## config.mk

```make
export PLATFORM = sky130hd
export DESIGN_NAME = dds_sweep_scheduler_flat
export DESIGN_NICKNAME = d
export VERILOG_FILES = /design/src/rtl/dds_sweep_pkg.sv /design/src/rtl/dds_sweep_scheduler_if.sv /design/src/rtl/sweep_dwell_timer.sv /design/src/rtl/dds_sweep_scheduler.sv /design/src/flat_wrapper.sv
export SDC_FILE = /design/constraint.sdc
export NUM_CORES = 1
export LEC_CHECK = 0
export CORE_ASPECT_RATIO = 0.75
export CORE_MARGIN = 2
export CORE_UTILIZATION = 49
export CTS_BUF_LIST = sky130_fd_sc_hd__clkbuf_8
export CTS_CLUSTER_SIZE = 14
export DETAILED_ROUTE_END_ITERATION = 12
export GPL_ROUTABILITY_DRIVEN = 0
export MAX_ROUTING_LAYER = met4
export PLACE_DENSITY = 0.72
export SLEW_MARGIN = 20
export SYNTH_ARGS = -nofsm -noshare
export SYNTH_HDL_FRONTEND = slang
export SYNTH_SLANG_ARGS = --single-unit
```

## constraint.sdc

```tcl
create_clock -name CLOCK_10M -period 9.6 [get_ports CLOCK_10M]
set_input_delay 1.92 -clock CLOCK_10M [delete_from_list [all_inputs] [get_ports CLOCK_10M]]
set_output_delay 1.92 -clock CLOCK_10M [all_outputs]
set_load 0.02 [all_outputs]
```

## src/rtl/dds_sweep_pkg.sv

```systemverilog
// Shared constants for the DDS sweep scheduler: FSM encoding, tuning-word width
// and the UPDATE strobe hold length.
package dds_sweep_pkg;

  localparam int FREQW_W     = 32;
  localparam int UPDATE_HOLD = 2;
  localparam int REQ_CNT_W   = $clog2(UPDATE_HOLD);

  typedef logic [3:0] state_t;

  localparam state_t IDLE   = 4'd0;
  localparam state_t INIT   = 4'd1;
  localparam state_t LOAD   = 4'd2;
  localparam state_t REQ    = 4'd3;
  localparam state_t WACK   = 4'd4;
  localparam state_t WDONE  = 4'd5;
  localparam state_t DWELL  = 4'd6;
  localparam state_t NEXT   = 4'd7;
  localparam state_t FINISH = 4'd8;

  // States that block on the updater and are therefore guarded by the timeout.
  function automatic logic is_wait_state(input state_t s);
    return (s == INIT) || (s == WACK) || (s == WDONE);
  endfunction

endpackage

```

## src/rtl/dds_sweep_scheduler_if.sv

```systemverilog
// Handshake between the sweep scheduler (master) and the AD9911 frequency
// updater (slave).
interface dds_sweep_scheduler_if;
  import dds_sweep_pkg::*;

  logic               INIT_DDS;
  logic               INITIED;
  logic [FREQW_W-1:0] FREQW;
  logic               UPDATE;
  logic               UPDATED;

  modport master (output INIT_DDS, FREQW, UPDATE, input INITIED, UPDATED);
  modport slave  (input INIT_DDS, FREQW, UPDATE, output INITIED, UPDATED);
endinterface

```

## src/rtl/sweep_dwell_timer.sv

```systemverilog
// Loadable down-counter with a zero flag; used both for step dwell and for
// the wait-state timeout.
module sweep_dwell_timer #(
  parameter int W = 24
) (
  input  logic         CLOCK_10M,
  input  logic         RESET_N,
  input  logic         load,
  input  logic [W-1:0] load_val,
  input  logic         en,
  output logic         zero
);

  logic [W-1:0] count;

  // NOTE: sequential state uses non-blocking assignments so every flop samples pre-edge values.
  always_ff @(posedge CLOCK_10M or negedge RESET_N) begin
    if (!RESET_N) begin
      count <= '0;
    end else if (load) begin
      count <= load_val;
    end else if (en && (count != '0)) begin
      count <= count - W'(1);
    end
  end

  assign zero = (count == '0);

endmodule

```

## src/rtl/dds_sweep_scheduler.sv

```systemverilog
// Stepped frequency sweep sequencer for the AD9911 updater: init, one UPDATE per
// step, dwell, DONE. Define SWEEP_LOOP_EN to add the LOOP input (continuous sweep).
module dds_sweep_scheduler
  import dds_sweep_pkg::*;
#(
  parameter int CNT_W       = 16,
  parameter int DWELL_W     = 24,
  parameter int TIMEOUT_CYC = 65535
) (
  input  logic                 CLOCK_10M,
  input  logic                 RESET_N,
  input  logic                 START,
  input  logic                 ABORT,
  input  logic [FREQW_W-1:0]   START_FREQW,
  input  logic [FREQW_W-1:0]   STEP_FREQW,
  input  logic [CNT_W-1:0]     NUM_STEPS,
  input  logic [DWELL_W-1:0]   DWELL_CYC,
`ifdef SWEEP_LOOP_EN
  input  logic                 LOOP,
`endif
  dds_sweep_scheduler_if.master dds,
  output logic                 BUSY,
  output logic [CNT_W-1:0]     STEP_IDX,
  output logic                 STEP_TRIG,
  output logic                 DONE,
  output logic                 ERROR
);

  localparam int TO_W = $clog2(TIMEOUT_CYC + 1);

  state_t               state, state_nxt;
  logic                 start_q, start_rise;
  logic                 init_dds, update, timeout;
  logic [FREQW_W-1:0]   freqw, cur_freqw, step_freqw_q;
  logic [CNT_W-1:0]     k, num_steps_q;
  logic [DWELL_W-1:0]   dwell_q;
  logic [REQ_CNT_W-1:0] req_cnt;
  logic                 last_step, dw_zero, to_zero, to_load;
`ifdef SWEEP_LOOP_EN
  logic [FREQW_W-1:0]   start_freqw_q;
`endif

  assign start_rise   = START && !start_q;
  assign last_step    = (k == num_steps_q - CNT_W'(1));
  assign dds.INIT_DDS = init_dds;
  assign dds.FREQW    = freqw;
  assign dds.UPDATE   = update;

  // Timeout restarts on every state change so each wait state gets a full budget.
  assign to_load = !is_wait_state(state) || (state_nxt != state);

  sweep_dwell_timer #(.W(DWELL_W)) u_dwell (
    .CLOCK_10M (CLOCK_10M),
    .RESET_N   (RESET_N),
    .load      ((state == WDONE) && (state_nxt == DWELL)),
    .load_val  (dwell_q - DWELL_W'(1)),
    .en        (state == DWELL),
    .zero      (dw_zero)
  );

  sweep_dwell_timer #(.W(TO_W)) u_timeout (
    .CLOCK_10M (CLOCK_10M),
    .RESET_N   (RESET_N),
    .load      (to_load),
    .load_val  (TO_W'(TIMEOUT_CYC - 1)),
    .en        (is_wait_state(state)),
    .zero      (to_zero)
  );

  // NOTE: every always_comb output gets a default first so no path infers a latch.
  always_comb begin
    state_nxt = state;
    timeout   = 1'b0;
    if (ABORT && (state != IDLE)) begin
      state_nxt = IDLE;
    end else begin
      case (state)
        IDLE:   if (start_rise && !ABORT && (NUM_STEPS != '0)) state_nxt = INIT;
        INIT:   if (init_dds && dds.INITIED) state_nxt = LOAD; else timeout = to_zero;
        LOAD:   state_nxt = REQ;
        REQ:    if (req_cnt == REQ_CNT_W'(UPDATE_HOLD - 1)) state_nxt = WACK;
        WACK:   if (!dds.UPDATED) state_nxt = WDONE; else timeout = to_zero;
        WDONE:  if (dds.UPDATED) state_nxt = (dwell_q == '0) ? NEXT : DWELL;
                else timeout = to_zero;
        DWELL:  if (dw_zero) state_nxt = NEXT;
        NEXT: begin
          state_nxt = last_step ? FINISH : LOAD;
`ifdef SWEEP_LOOP_EN
          if (last_step && LOOP) state_nxt = LOAD;
`endif
        end
        FINISH: state_nxt = IDLE;
        default: state_nxt = IDLE;
      endcase
      if (timeout) state_nxt = IDLE;
    end
  end

  always_ff @(posedge CLOCK_10M or negedge RESET_N) begin
    if (!RESET_N) begin
      state        <= IDLE;
      start_q      <= 1'b0;
      init_dds     <= 1'b0;
      update       <= 1'b0;
      freqw        <= '0;
      cur_freqw    <= '0;
      step_freqw_q <= '0;
      num_steps_q  <= '0;
      dwell_q      <= '0;
      req_cnt      <= '0;
      k            <= '0;
      BUSY         <= 1'b0;
      STEP_IDX     <= '0;
      STEP_TRIG    <= 1'b0;
      DONE         <= 1'b0;
      ERROR        <= 1'b0;
`ifdef SWEEP_LOOP_EN
      start_freqw_q <= '0;
`endif
    end else begin
      start_q   <= START;
      STEP_TRIG <= 1'b0;
      DONE      <= 1'b0;
      state     <= state_nxt;
      if (ABORT && (state != IDLE)) begin
        // Dropping INIT_DDS resets the updater even mid-transaction.
        update   <= 1'b0;
        init_dds <= 1'b0;
        BUSY     <= 1'b0;
      end else if (timeout) begin
        ERROR    <= 1'b1;
        init_dds <= 1'b0;
        BUSY     <= 1'b0;
      end else begin
        case (state)
          IDLE: if (start_rise && !ABORT) begin
            ERROR <= 1'b0;
            if (NUM_STEPS == '0) begin
              DONE <= 1'b1;
            end else begin
              BUSY         <= 1'b1;
              k            <= '0;
              cur_freqw    <= START_FREQW;
              step_freqw_q <= STEP_FREQW;
              num_steps_q  <= NUM_STEPS;
              dwell_q      <= DWELL_CYC;
`ifdef SWEEP_LOOP_EN
              start_freqw_q <= START_FREQW;
`endif
            end
          end
          INIT: init_dds <= 1'b1;
          LOAD: begin
            freqw   <= cur_freqw;
            update  <= 1'b1;
            req_cnt <= '0;
          end
          REQ: begin
            if (state_nxt == WACK) update <= 1'b0;
            else                   req_cnt <= req_cnt + REQ_CNT_W'(1);
          end
          WDONE: if (dds.UPDATED) begin
            STEP_IDX  <= k;
            STEP_TRIG <= 1'b1;
          end
          NEXT: begin
            if (!last_step) begin
              k         <= k + CNT_W'(1);
              cur_freqw <= cur_freqw + step_freqw_q;
            end
`ifdef SWEEP_LOOP_EN
            else if (LOOP) begin
              k         <= '0;
              cur_freqw <= start_freqw_q;
            end
`endif
          end
          FINISH: begin
            DONE <= 1'b1;
            BUSY <= 1'b0;
          end
          default: ;
        endcase
      end
    end
  end

endmodule

```

## src/flat_wrapper.sv

```systemverilog
// flat-port wrapper written by rule: the top's interface ports become plain ports
module dds_sweep_scheduler_flat import dds_sweep_pkg::*;
#(
  parameter int CNT_W       = 16,
  parameter int DWELL_W     = 24,
  parameter int TIMEOUT_CYC = 65535
)
  (CLOCK_10M, RESET_N, START, ABORT, START_FREQW, STEP_FREQW, NUM_STEPS, DWELL_CYC, BUSY, STEP_IDX, STEP_TRIG, DONE, ERROR, dds_INIT_DDS, dds_FREQW, dds_UPDATE, dds_INITIED, dds_UPDATED);
  dds_sweep_scheduler_if dds_i ();
  input  logic CLOCK_10M;
  input  logic RESET_N;
  input  logic START;
  input  logic ABORT;
  input  logic [FREQW_W-1:0] START_FREQW;
  input  logic [FREQW_W-1:0] STEP_FREQW;
  input  logic [CNT_W-1:0] NUM_STEPS;
  input  logic [DWELL_W-1:0] DWELL_CYC;
  output logic BUSY;
  output logic [CNT_W-1:0] STEP_IDX;
  output logic STEP_TRIG;
  output logic DONE;
  output logic ERROR;
  output wire logic [$bits(dds_i.INIT_DDS)-1:0] dds_INIT_DDS;
  output wire logic [$bits(dds_i.FREQW)-1:0] dds_FREQW;
  output wire logic [$bits(dds_i.UPDATE)-1:0] dds_UPDATE;
  input wire logic [$bits(dds_i.INITIED)-1:0] dds_INITIED;
  input wire logic [$bits(dds_i.UPDATED)-1:0] dds_UPDATED;
  assign dds_INIT_DDS = dds_i.INIT_DDS;
  assign dds_FREQW = dds_i.FREQW;
  assign dds_UPDATE = dds_i.UPDATE;
  assign dds_i.INITIED = dds_INITIED;
  assign dds_i.UPDATED = dds_UPDATED;
  dds_sweep_scheduler #(.CNT_W(CNT_W), .DWELL_W(DWELL_W), .TIMEOUT_CYC(TIMEOUT_CYC)) u_core (.CLOCK_10M(CLOCK_10M), .RESET_N(RESET_N), .START(START), .ABORT(ABORT), .START_FREQW(START_FREQW), .STEP_FREQW(STEP_FREQW), .NUM_STEPS(NUM_STEPS), .DWELL_CYC(DWELL_CYC), .dds(dds_i), .BUSY(BUSY), .STEP_IDX(STEP_IDX), .STEP_TRIG(STEP_TRIG), .DONE(DONE), .ERROR(ERROR));
endmodule
```

==> qor.csv, run 1 <==
stage,metric,value,unit
detailed_routing,ant_nets,0,
floorplanning,initial_core_util,49.61,%
clocking,cts_hold_buf,0,
clocking,path_clk_slew,0.06,ns
global_route,grt.overflow.total,0,
clocking,numClockSinks,220,
cells_and_area,fill_cells,2228,
setup_path,reg2reg_from,u_core.u_timeout.count[0],
synth,synthesis.area,12320,um^2
sta,slew_viol_final,0,
pwr,switching_share,41.32,%
clocking,numCtsBuffers,37,
sta,tns,0,ns
sta,rsz0062_at_grt,false,
pwr,p_leak,6.648,nW
detailed_routing,wirelength,32050,um
setup_path,r2r_cells,17,
floorplanning,core,24840,um^2
flow_run,drv_cap,0,
placement,portBuffers,163,
synth,synth-edff-count,0,
setup_path,crit_type,in -> reg,
synth,syn_nets,1510,
detailed_routing,vias,10530,
detailed_routing,post_drt_wl_per_cell,17.06,um
clocking,cts_resized,0,
detailed_routing,drt_iter0_drc,867,
synth,synthArstFlopShare,100.0,%
synth,synth.most_common_cell,nand2_1,
clocking,clkLatencyLatePin,0.53,ns
setup_path,worstReg2RegEnd,u_core.u_dwell.count[14],
setup_path,start_kind,primary input,
synth,synthDistinctLibCells,80,
setup_path,cp_max_fo,43,
global_route,grt_pass1_wl,52830,um
floorplanning,placementRows,50,
cells_and_area,final-seq-area,5505,um^2
clocking,clock-root-buffer,clkbuf_8,
pwr,p_int,0.002599,W
pwr,p_per_area,297.4,nW/um^2
cells_and_area,layout-drive-gt1-share,8.571,%
pwr,pwr-share-comb,45.6,%
pwr,power_frac_clock,18.2,%
placement,hpwl,21750,um
synth,synth_common_cells,"303 x nand2_1, 220 x dfrtp_1, 111 x nor2_1, 67 x a21oi_1, 48 x mux2_2",
setup_path,arrival,6.49,ns
outcome,status,"finished, final reports clean",
global_route,grt_antenna_before_repair,1,
synth,synth_area_leader_cell,dfrtp_1,
pwr,finalPower,0.004428,W
detailed_routing,viasPerCell,5.605,
synth,synth-seq-cells,220,
floorplanning,dieWidth,187.1,um
worst_hold_path,hold_class,reg -> reg,
clocking,cts_buffer_depth,3,
setup_path,worst_ep_required_time,10.02,ns
synth,synth_warnings,0,
pwr,vdd_ir_drop_max,154.7,uV
clocking,cts_tree,done,
sta,finalCritPeriodShare,63.21,%
sta,setup_viol,0,
synth,yosysSeqAreaShare,44.68,%
global_route,grt_max_degree,107,
sta,final-hold-violation-count,0,
detailed_routing,drc,0,
sta,fin_hold_ws,0.4857,ns
setup_path,cp-startpoint,NUM_STEPS[1],
floorplanning,die_h,141.3,um
sta,layout_min_cycle_time,6.068,ns
clocking,h-tree-depth,2,
synth,syn_inst,1364,
global_route,grt_usage,25.10,%
sta,fin_skew,0.01444,ns
sta,max_slew_margin,32.02,%
sta,fmax,164.8,MHz
clocking,postCtsSetupBuffers,0,
synth,synthTopCellsByArea,"dfrtp_1 45%, nand2_1 9.2%, mux2_2 4.4%",
setup_path,crit_end,u_core.u_dwell.count[14],
setup_path,crit_path_end_kind,flop,
detailed_routing,first_pass_iters,5,
pwr,seqPwrFrac,36.2,%
cells_and_area,nNetsFinal,1662,
sta,tightest_slew,1.020,ns
pwr,p_sw,0.001829,W
floorplanning,pin_count,164,
synth,ys.flop_type,dfrtp_1,
floorplanning,dieArea,26440,um^2
synth,yosys.area.top_type_share,44.68,%
cells_and_area,multiInputGateArea,6454,um^2
cells_and_area,area_growth,20.82,%
synth,syn_avg_cell_area,9.034,um^2
setup_path,ff2ff_setup_slack,4.89,ns
global_route,grt_pass1_vias,10120,
-- critical path, stage by stage --
cell and delay [ns]:
clkdlybuf4s50_1 0.44, nor4_1 0.67, nand4_1 0.30, a211oi_1 0.40
and4_1 0.24, buf_4 0.39, mux2i_1 0.25, ha_1 0.27
nand2_1 0.20, or4_1 0.47, mux2i_1 0.28, o21ai_0 0.20
nor2_1 0.17, nor3_1 0.06, a221oi_1 0.21
-- stage by stage --
step	area (um^2)	utilization, %	worst slack (ns)	cells
floorplan	12320	-	4.026	1364
global placement	14180	57.09	3.184	1815
detailed placement	14180	57.09	3.056	1815
CTS	14880	59.93	3.624	1878
global route	14890	59.94	3.145	1879
finish	14890	59.94	3.532	1879
-- state kept, by name, summed over array words and instances (netlist names), 16 cells and up --
register / cells
u_core.k: 16
u_core.cur_freqw: 32
u_core.u_timeout.count: 16
u_core.dds.FREQW: 32
u_core.step_freqw_q: 32
u_core.u_dwell.count: 24
u_core.STEP_IDX: 16
u_core.num_steps_q: 16
u_core.dwell_q: 24
-- area by class of cell --
| cell class | count | share of cell area (%) |
|---|---|---|
| Timing Repair Buffer | 172 | 11.45 |
| Multi-Input combinational cell | 1060 | 43.35 |
| Clock inverter | 17 | 0.4791 |
| Sequential cell | 220 | 36.98 |
| Inverter | 25 | 0.6304 |
| Tap cell | 338 | 2.841 |
| Antenna cell | 1 | 0.01681 |
| Clock buffer | 46 | 4.253 |
-- layer usage --
layer | global-route usage (%) | vias to the layer above | wire length (um) | share of wire [%]
met5 | - | - | 0 | 0
met4 | 5.931 | 0 | 572 | 1.8
met3 | 4.601 | 46 | 1701 | 5.3
met2 | 36.43 | 284 | 13770 | 43
met1 | 36.50 | 5087 | 16010 | 50
li1 | - | 5114 | - | -
-- cell usage in the layout (no fill, tap or decap), types with 38 or more instances in the layout --
cell / synthesis / final
a21oi_1: 67 / 67
clkbuf_8: 0 / 46
clkdlybuf4s50_1: 0 / 162
dfrtp_1: 220 / 220
inv_1: 25 / 38
mux2_2: 48 / 48
nand2_1: 303 / 302
nor2_1: 111 / 111
nor3_1: 39 / 39
o21ai_0: 41 / 41
xnor2_1: 43 / 43
xor2_1: 43 / 43
-- power groups by stage --
stage	combinational, W	sequential [W]	clock, W
2_1_floorplan	0.00143	0.00158	0
3_3_place_gp	0.00194	0.00160	0
3_5_place_dp	0.00199	0.00160	0
4_1_cts	0.00201	0.00159	0.000830
5_1_grt	0.00226	0.00165	0.000872
6_report	0.00202	0.00160	0.000807
-- worst min-delay path by stage --
stage | start | endpoint | slack, ns | cells past startpoint
after floorplan | u_core.u_dwell.count[18] | u_core.u_dwell.count[18] | 0.45 | 1
after global placement | u_core.step_freqw_q[21] | u_core.step_freqw_q[21] | 0.47 | 2
after detailed placement | u_core.step_freqw_q[18] | u_core.step_freqw_q[18] | 0.47 | 2
after CTS | u_core.step_freqw_q[18] | u_core.step_freqw_q[18] | 0.49 | 2
after global routing | u_core.step_freqw_q[14] | u_core.step_freqw_q[14] | 0.50 | 2
final | u_core.step_freqw_q[18] | u_core.step_freqw_q[18] | 0.49 | 2
-- logic make-up (layout without fill, tap and decap cells) --
kind of cell	after synthesis	after routing	share of synthesized area (%)
other cells	0	1	0
fa+ha+maj	36	36	3.716
mux	58	58	5.199
compound gates	247	247	13.13
xor+xnor	86	86	6.113
buf+inv	84	260	2.985
flops	220	220	44.68
simple gates	633	633	24.18
Note: power is estimated with default switching activity, not from simulation.
==> run 2, diff against run 1 <==
--- a/config.mk
+++ b/config.mk
@@ -13,7 +13,7 @@
 export DETAILED_ROUTE_END_ITERATION = 12
 export GPL_ROUTABILITY_DRIVEN = 0
 export MAX_ROUTING_LAYER = met4
-export PLACE_DENSITY = 0.72
+export PLACE_DENSITY = 0.75
 export SLEW_MARGIN = 20
 export SYNTH_ARGS = -nofsm -noshare
 export SYNTH_HDL_FRONTEND = slang
==> constraint.sdc (replaced) <==
create_clock -name CLOCK_10M -period 5.26 [get_ports CLOCK_10M]
set_input_delay 1.052 -clock CLOCK_10M [delete_from_list [all_inputs] [get_ports CLOCK_10M]]
set_output_delay 1.052 -clock CLOCK_10M [all_outputs]
set_load 0.02 [all_outputs]
==> run 2 against run 1 <==
  * Core utilization increased by 0.52 points
  * Wire length decreased by 0.38%
  * Largest cell class unchanged
  * Register-to-register slack got worse by 3.9 ns
==> qor.csv, run 2 (synthesis gave the netlist of run 1 again) <==
stage,metric,value,unit
setup_path,reg2reg_from,u_core.u_timeout.count[0],
placement,dpl_cell_area,14250,um^2
sta,layout_min_cycle_time,4.357,ns
global_route,grt_pass1_vias,10180,
cells_and_area,stdcell_area,15020,um^2
global_route,grt_usage,25.12,%
pwr,p_per_area,545.8,nW/um^2
sta,max_slew_margin,32.53,%
detailed_routing,vias,10530,
detailed_routing,drc,0,
setup_path,critPathSlowestCell,clkdlybuf4s50_1,
worst_hold_path,hold_depth,2,
floorplanning,dieWidth,187.1,um
sta,tns,0,ns
setup_path,critical_path_buf_inv_count,2,
cells_and_area,nNetsFinal,1670,
clocking,postCtsSetupBuffers,0,
detailed_routing,viasPerCell,5.578,
global_route,grt_max_degree,102,
setup_path,cp_max_fo,6,
clocking,cts_tree,done,
clocking,clkLatencyLatePin,0.54,ns
placement,pre_cts_slack,0.3411,ns
cells_and_area,layout-drive-gt1-share,9.296,%
clocking,clock-root-buffer,clkbuf_8,
setup_path,cp_top_family,simple AND/OR/NAND/NOR gates,
clocking,numClockSinks,220,
global_route,grt_antenna_before_repair,0,
setup_path,worst_ep_required_time,5.69,ns
clocking,cts_resized,0,
setup_path,start_kind,primary input,
floorplanning,dieArea,26440,um^2
floorplanning,die_h,141.3,um
outcome,status,"finished, final reports clean",
cells_and_area,most-common-layout-cells,"302 x nand2_1, 220 x dfrtp_1, 162 x clkdlybuf4s50_1",
sta,fin_skew,0.01831,ns
global_route,grt.overflow.total,0,
sta,slew_viol_final,0,
sta,final-hold-violation-count,0,
sta,tightest_slew,1.012,ns
setup_path,ff2ff_setup_slack,1.02,ns
cells_and_area,layout_commonest_cell,nand2_1,
pwr,vdd_ir_drop_max,238.8,uV
setup_path,worstReg2RegEnd,u_core.u_dwell.count[14],
cells_and_area,area_growth,21.87,%
worst_hold_path,min-delay-start,u_core.step_freqw_q[0],
sta,rsz0062_at_grt,false,
global_route,grt_pass1_wl,52690,um
sta,finalCritPeriodShare,82.84,%
setup_path,crit_path_end_kind,flop,
sta,setup_viol,0,
floorplanning,initial_core_util,49.61,%
floorplanning,pin_count,164,
clocking,numCtsBuffers,37,
floorplanning,core,24840,um^2
cells_and_area,diodes,0,
detailed_routing,post_drt_wl_per_cell,16.92,um
placement,portBuffers,163,
clocking,cts_hold_buf,0,
setup_path,crit_path_frequent_cell,mux2i_1,
setup_path,crit_type,in -> reg,
worst_hold_path,hold_class,reg -> reg,
clocking,h-tree-depth,2,
placement,hpwl,21780,um
floorplanning,placementRows,50,
worst_hold_path,min_to,u_core.step_freqw_q[0],
detailed_routing,ant_nets,0,
pwr,finalPower,0.008197,W
detailed_routing,first_pass_iters,5,
setup_path,r2r_cells,16,
detailed_routing,wirelength,31930,um
sta,setup_ws,0.9026,ns
detailed_routing,drt_iter0_drc,914,
flow_run,drv_cap,0,
clocking,path_clk_slew,0.06,ns
setup_path,slowest_delay,0.43,ns
sta,fmax,229.5,MHz
clocking,cts_buffer_depth,3,
pwr,p_leak,6.711,nW
setup_path,arrival,4.79,ns
setup_path,crit_path_cell_trace,clkdlybuf4s50_1 > nor4_1 > buf_4 > nand4_1 > a211oi_1 > and4_1 > mux2i_1 > ha_1 > nand2_1 > or4_1 > mux2i_1 > o21ai_0 > nor2_1 > nor3_1 > a221oi_1,
## run 2: changes by cell type in the layout (fill, tap and decap cells not counted)
| cell | change |
|---|---|
| buf_12 | +1 |
| buf_4 | +7 |
| bufinv_16 | +1 |
| clkbuf_8 | +3 |
| diode_2 | -1 |
| inv_1 | -3 |
## run 2: routing by layer
| layer | global-route usage [%] | routed length (um) | up-vias |
|---|---|---|---|
| met5 | - | 0 | - |
| met4 | 5.723 | 474 | 0 |
| met3 | 4.032 | 2004 | 43 |
| met2 | 36.33 | 13770 | 338 |
| met1 | 37.10 | 15680 | 5042 |
| li1 | - | - | 5102 |
## run 2: worst max-delay path by stage
stage | end | cells past startpoint | start
2_1_floorplan | u_core.u_dwell.count[14] | 15 | NUM_STEPS[2]
3_3_place_gp | u_core.u_dwell.count[14] | 15 | NUM_STEPS[1]
3_5_place_dp | u_core.u_dwell.count[14] | 15 | NUM_STEPS[1]
4_1_cts | u_core.u_dwell.count[14] | 15 | NUM_STEPS[1]
5_1_grt | u_core.u_dwell.count[14] | 15 | NUM_STEPS[1]
6_report | u_core.u_dwell.count[14] | 15 | NUM_STEPS[1]
## run 2: area by class of cell
| class | count | area, um^2 |
|---|---|---|
| clock buffers | 49 | 674.4 |
| multi-input cells | 1060 | 6454 |
| inverters | 25 | 93.84 |
| well taps | 338 | 422.9 |
| repair buffers | 180 | 1777 |
| clock inverters | 15 | 90.09 |
| fillers | 2199 | 9819 |
| flip-flops and latches | 220 | 5505 |
## run 2: per-stage QoR
step           utilization (%)  hold slack (ns)  cells
6_report                 60.46           0.4940   1887
4_1_cts                  60.46           0.4920   1887
5_1_grt                  60.46           0.5075   1887
3_5_place_dp             57.39           0.4738   1823
2_1_floorplan                -           0.4492   1364
3_3_place_gp             57.39           0.4669   1823
## run 2: worst min-delay path, cell delays in order, from the launching register on
cell	delay, ns
dfrtp_1	0.35
nand2_1	0.05
nand2_1	0.06
## run 2: where the power goes
| group | switching [W] | leakage [nW] | internal, W |
|---|---|---|---|
| registers | 0.000627 | 2.73 | 0.00230 |
| logic | 0.00202 | 3.55 | 0.00167 |
| clock network | 0.000709 | 0.432 | 0.000878 |
==> run 3, diff against run 2 <==
--- a/config.mk
+++ b/config.mk
@@ -13,7 +13,7 @@
 export DETAILED_ROUTE_END_ITERATION = 12
 export GPL_ROUTABILITY_DRIVEN = 0
 export MAX_ROUTING_LAYER = met4
-export PLACE_DENSITY = 0.75
+export PLACE_DENSITY = 0.72
 export SLEW_MARGIN = 20
 export SYNTH_ARGS = -nofsm -noshare
 export SYNTH_HDL_FRONTEND = slang
==> constraint.sdc (replaced) <==
create_clock -name CLOCK_10M -period 4.09 [get_ports CLOCK_10M]
set_input_delay 0.818 -clock CLOCK_10M [delete_from_list [all_inputs] [get_ports CLOCK_10M]]
set_output_delay 0.818 -clock CLOCK_10M [all_outputs]
set_load 0.02 [all_outputs]
==> run 3 against run 2 <==
  * Final cell count increased by 1.7%
  * Critical path depth decreased by 1
  * Non-clock buffer count increased by 32
  * Clock power increased by 24%
  * Largest cell class unchanged
  * Largest power group unchanged
==> qor.csv, run 3 (synthesis gave the netlist of run 1 again) <==
stage,metric,value,unit
detailed_routing,wirelength,32120,um
cells_and_area,layout_commonest_cell,nand2_1,
detailed_routing,drt-met1-wl,15880,um
clocking,cts_tree,done,
setup_path,crit_path_end_kind,flop,
setup_path,worst_ep_required_time,4.51,ns
placement,dpl_cell_area,14530,um^2
cells_and_area,area_growth,24.04,%
detailed_routing,post_drt_wl_per_cell,16.73,um
detailed_routing,wl_met2,14020,um
detailed_routing,ant_nets,0,
placement,pre_cts_slack,-0.2254,ns
setup_path,critPathSlowestCell,clkdlybuf4s50_1,
cells_and_area,stdcell_area,15280,um^2
cells_and_area,utilization,61.54,%
setup_path,crit_path_cell_trace,clkdlybuf4s50_1 > nor4_1 > nand4_1 > a211oi_2 > and4_1 > mux2i_1 > ha_2 > nand2_1 > or4_1 > mux2i_2 > o21ai_1 > nor2_1 > nor3_1 > a221oi_1,
sta,fmax,263.5,MHz
sta,setup_ws,0.2950,ns
global_route,grt.overflow.total,0,
floorplanning,die_h,141.3,um
setup_path,start_kind,primary input,
clocking,clock-root-buffer,clkbuf_8,
flow_run,drv_cap,0,
cells_and_area,most-common-layout-cells,"302 x nand2_1, 220 x dfrtp_1, 162 x clkdlybuf4s50_1",
setup_path,cp_max_fo,6,
clocking,h-tree-depth,2,
cells_and_area,final-seq-area,5505,um^2
outcome,status,"finished, final reports clean",
setup_path,arrival,4.21,ns
global_route,grt_max_degree,99,
placement,portBuffers,163,
clocking,path_clk_slew,0.05,ns
sta,final-hold-violation-count,0,
sta,max_slew_margin,29.90,%
cells_and_area,fill_cells,2145,
detailed_routing,drc,0,
setup_path,crit_type,in -> reg,
global_route,grt_pass1_vias,10370,
placement,hpwl,22150,um
clocking,cts_buffer_depth,3,
sta,tns,0,ns
detailed_routing,drt_iter0_drc,712,
setup_path,slowest_delay,0.52,ns
cells_and_area,multiInputGateArea,6486,um^2
sta,layout_min_cycle_time,3.795,ns
detailed_routing,viasPerCell,5.565,
clocking,postCtsSetupBuffers,0,
floorplanning,initial_core_util,49.61,%
floorplanning,placementRows,50,
detailed_routing,dr_wl_met3,1763,um
sta,setup_viol,0,
sta,slew_viol_final,0,
global_route,grt_antenna_before_repair,1,
clocking,clkLatencyLatePin,0.54,ns
sta,finalCritPeriodShare,92.79,%
clocking,numCtsBuffers,38,
pwr,finalPower,0.01057,W
pwr,vdd_ir_drop_max,348.5,uV
floorplanning,pin_count,164,
pwr,p_leak,6.888,nW
global_route,grt_usage,25.02,%
floorplanning,dieWidth,187.1,um
clocking,numClockSinks,220,
global_route,grt_pass1_wl,52760,um
pwr,p_per_area,691.6,nW/um^2
floorplanning,dieArea,26440,um^2
cells_and_area,layout-drive-gt1-share,11.32,%
cells_and_area,nNetsFinal,1703,
detailed_routing,vias,10680,
worst_hold_path,hold_class,in -> async,
floorplanning,core,24840,um^2
detailed_routing,first_pass_iters,5,
detailed_routing,topRoutingLayerUsed,met4,
sta,fin_skew,0.02300,ns
sta,tightest_slew,1.052,ns
==> run 3: cell types whose count changed in the layout (fill, tap and decap cells not counted), sizes merged <==
cell	previous run	this run
buf	18	50
clkinvlp	1	0
bufinv	1	0
inv	35	37
clkbuf	49	50
clkinv	3	2
diode	0	1
==> run 3: cell type report <==
type / count / share of cell area [%]
inverter: 25 / 0.6140
clock inverter: 14 / 0.3602
timing repair buffer: 212 / 13.28
tap: 338 / 2.767
clock buffer: 50 / 4.503
antenna: 1 / 0.01637
sequential: 220 / 36.02
multi-input combinational: 1060 / 42.44
==> run 3: path summary, 6_finish.rpt <==
path,start,cells past startpoint,slack (ns),endpoint
setup / recovery,NUM_STEPS[2],14,0.30,u_core.u_dwell.count[14]
hold / removal,RESET_N,1,0.32,u_core.dwell_q[12]
setup reg to reg,u_core.u_dwell.count[17],15,0.30,u_core.u_dwell.count[14]
hold reg to reg,u_core.step_freqw_q[20],2,0.49,u_core.step_freqw_q[20]
max in group asynchronous,RESET_N,2,2.88,u_core.dds.FREQW[18]
min in group CLOCK_10M,u_core.step_freqw_q[20],2,0.49,u_core.step_freqw_q[20]
==> run 3: per-layer routing <==
metal / global-route usage (%) / vias to the layer above
met5: - / -
met4: 6.475 / 0
met3: 4.798 / 33
met2: 36.82 / 288
met1: 35.62 / 5171
li1: - / 5192
==> run 3: stage by stage <==
stage          hold slack (ns)  std cells
3_5_place_dp            0.4696       1855
5_1_grt                 0.3601       1920
4_1_cts                 0.3325       1919
2_1_floorplan           0.4492       1364
3_3_place_gp            0.4674       1855
6_report                0.3172       1920
==> run 3: report_power, final <==
part | switching [W] | internal (W)
clock network | 0.000885 | 0.00108
logic | 0.00266 | 0.00223
registers | 0.000762 | 0.00296
total | 0.00430 | 0.00627
==> run 3: critical path, delay by kind of cell <==
family | cells | cell delay (ns)
compound gates | 3 | 0.63
fa+ha+maj | 1 | 0.24
buf+inv | 1 | 0.52
mux | 2 | 0.39
simple gates | 7 | 1.59
==> run 3: timing repair <==
action                     CTS  global route
hold buffers                 0             0
gates resized for setup      0             2
setup endpoints to repair    0             8
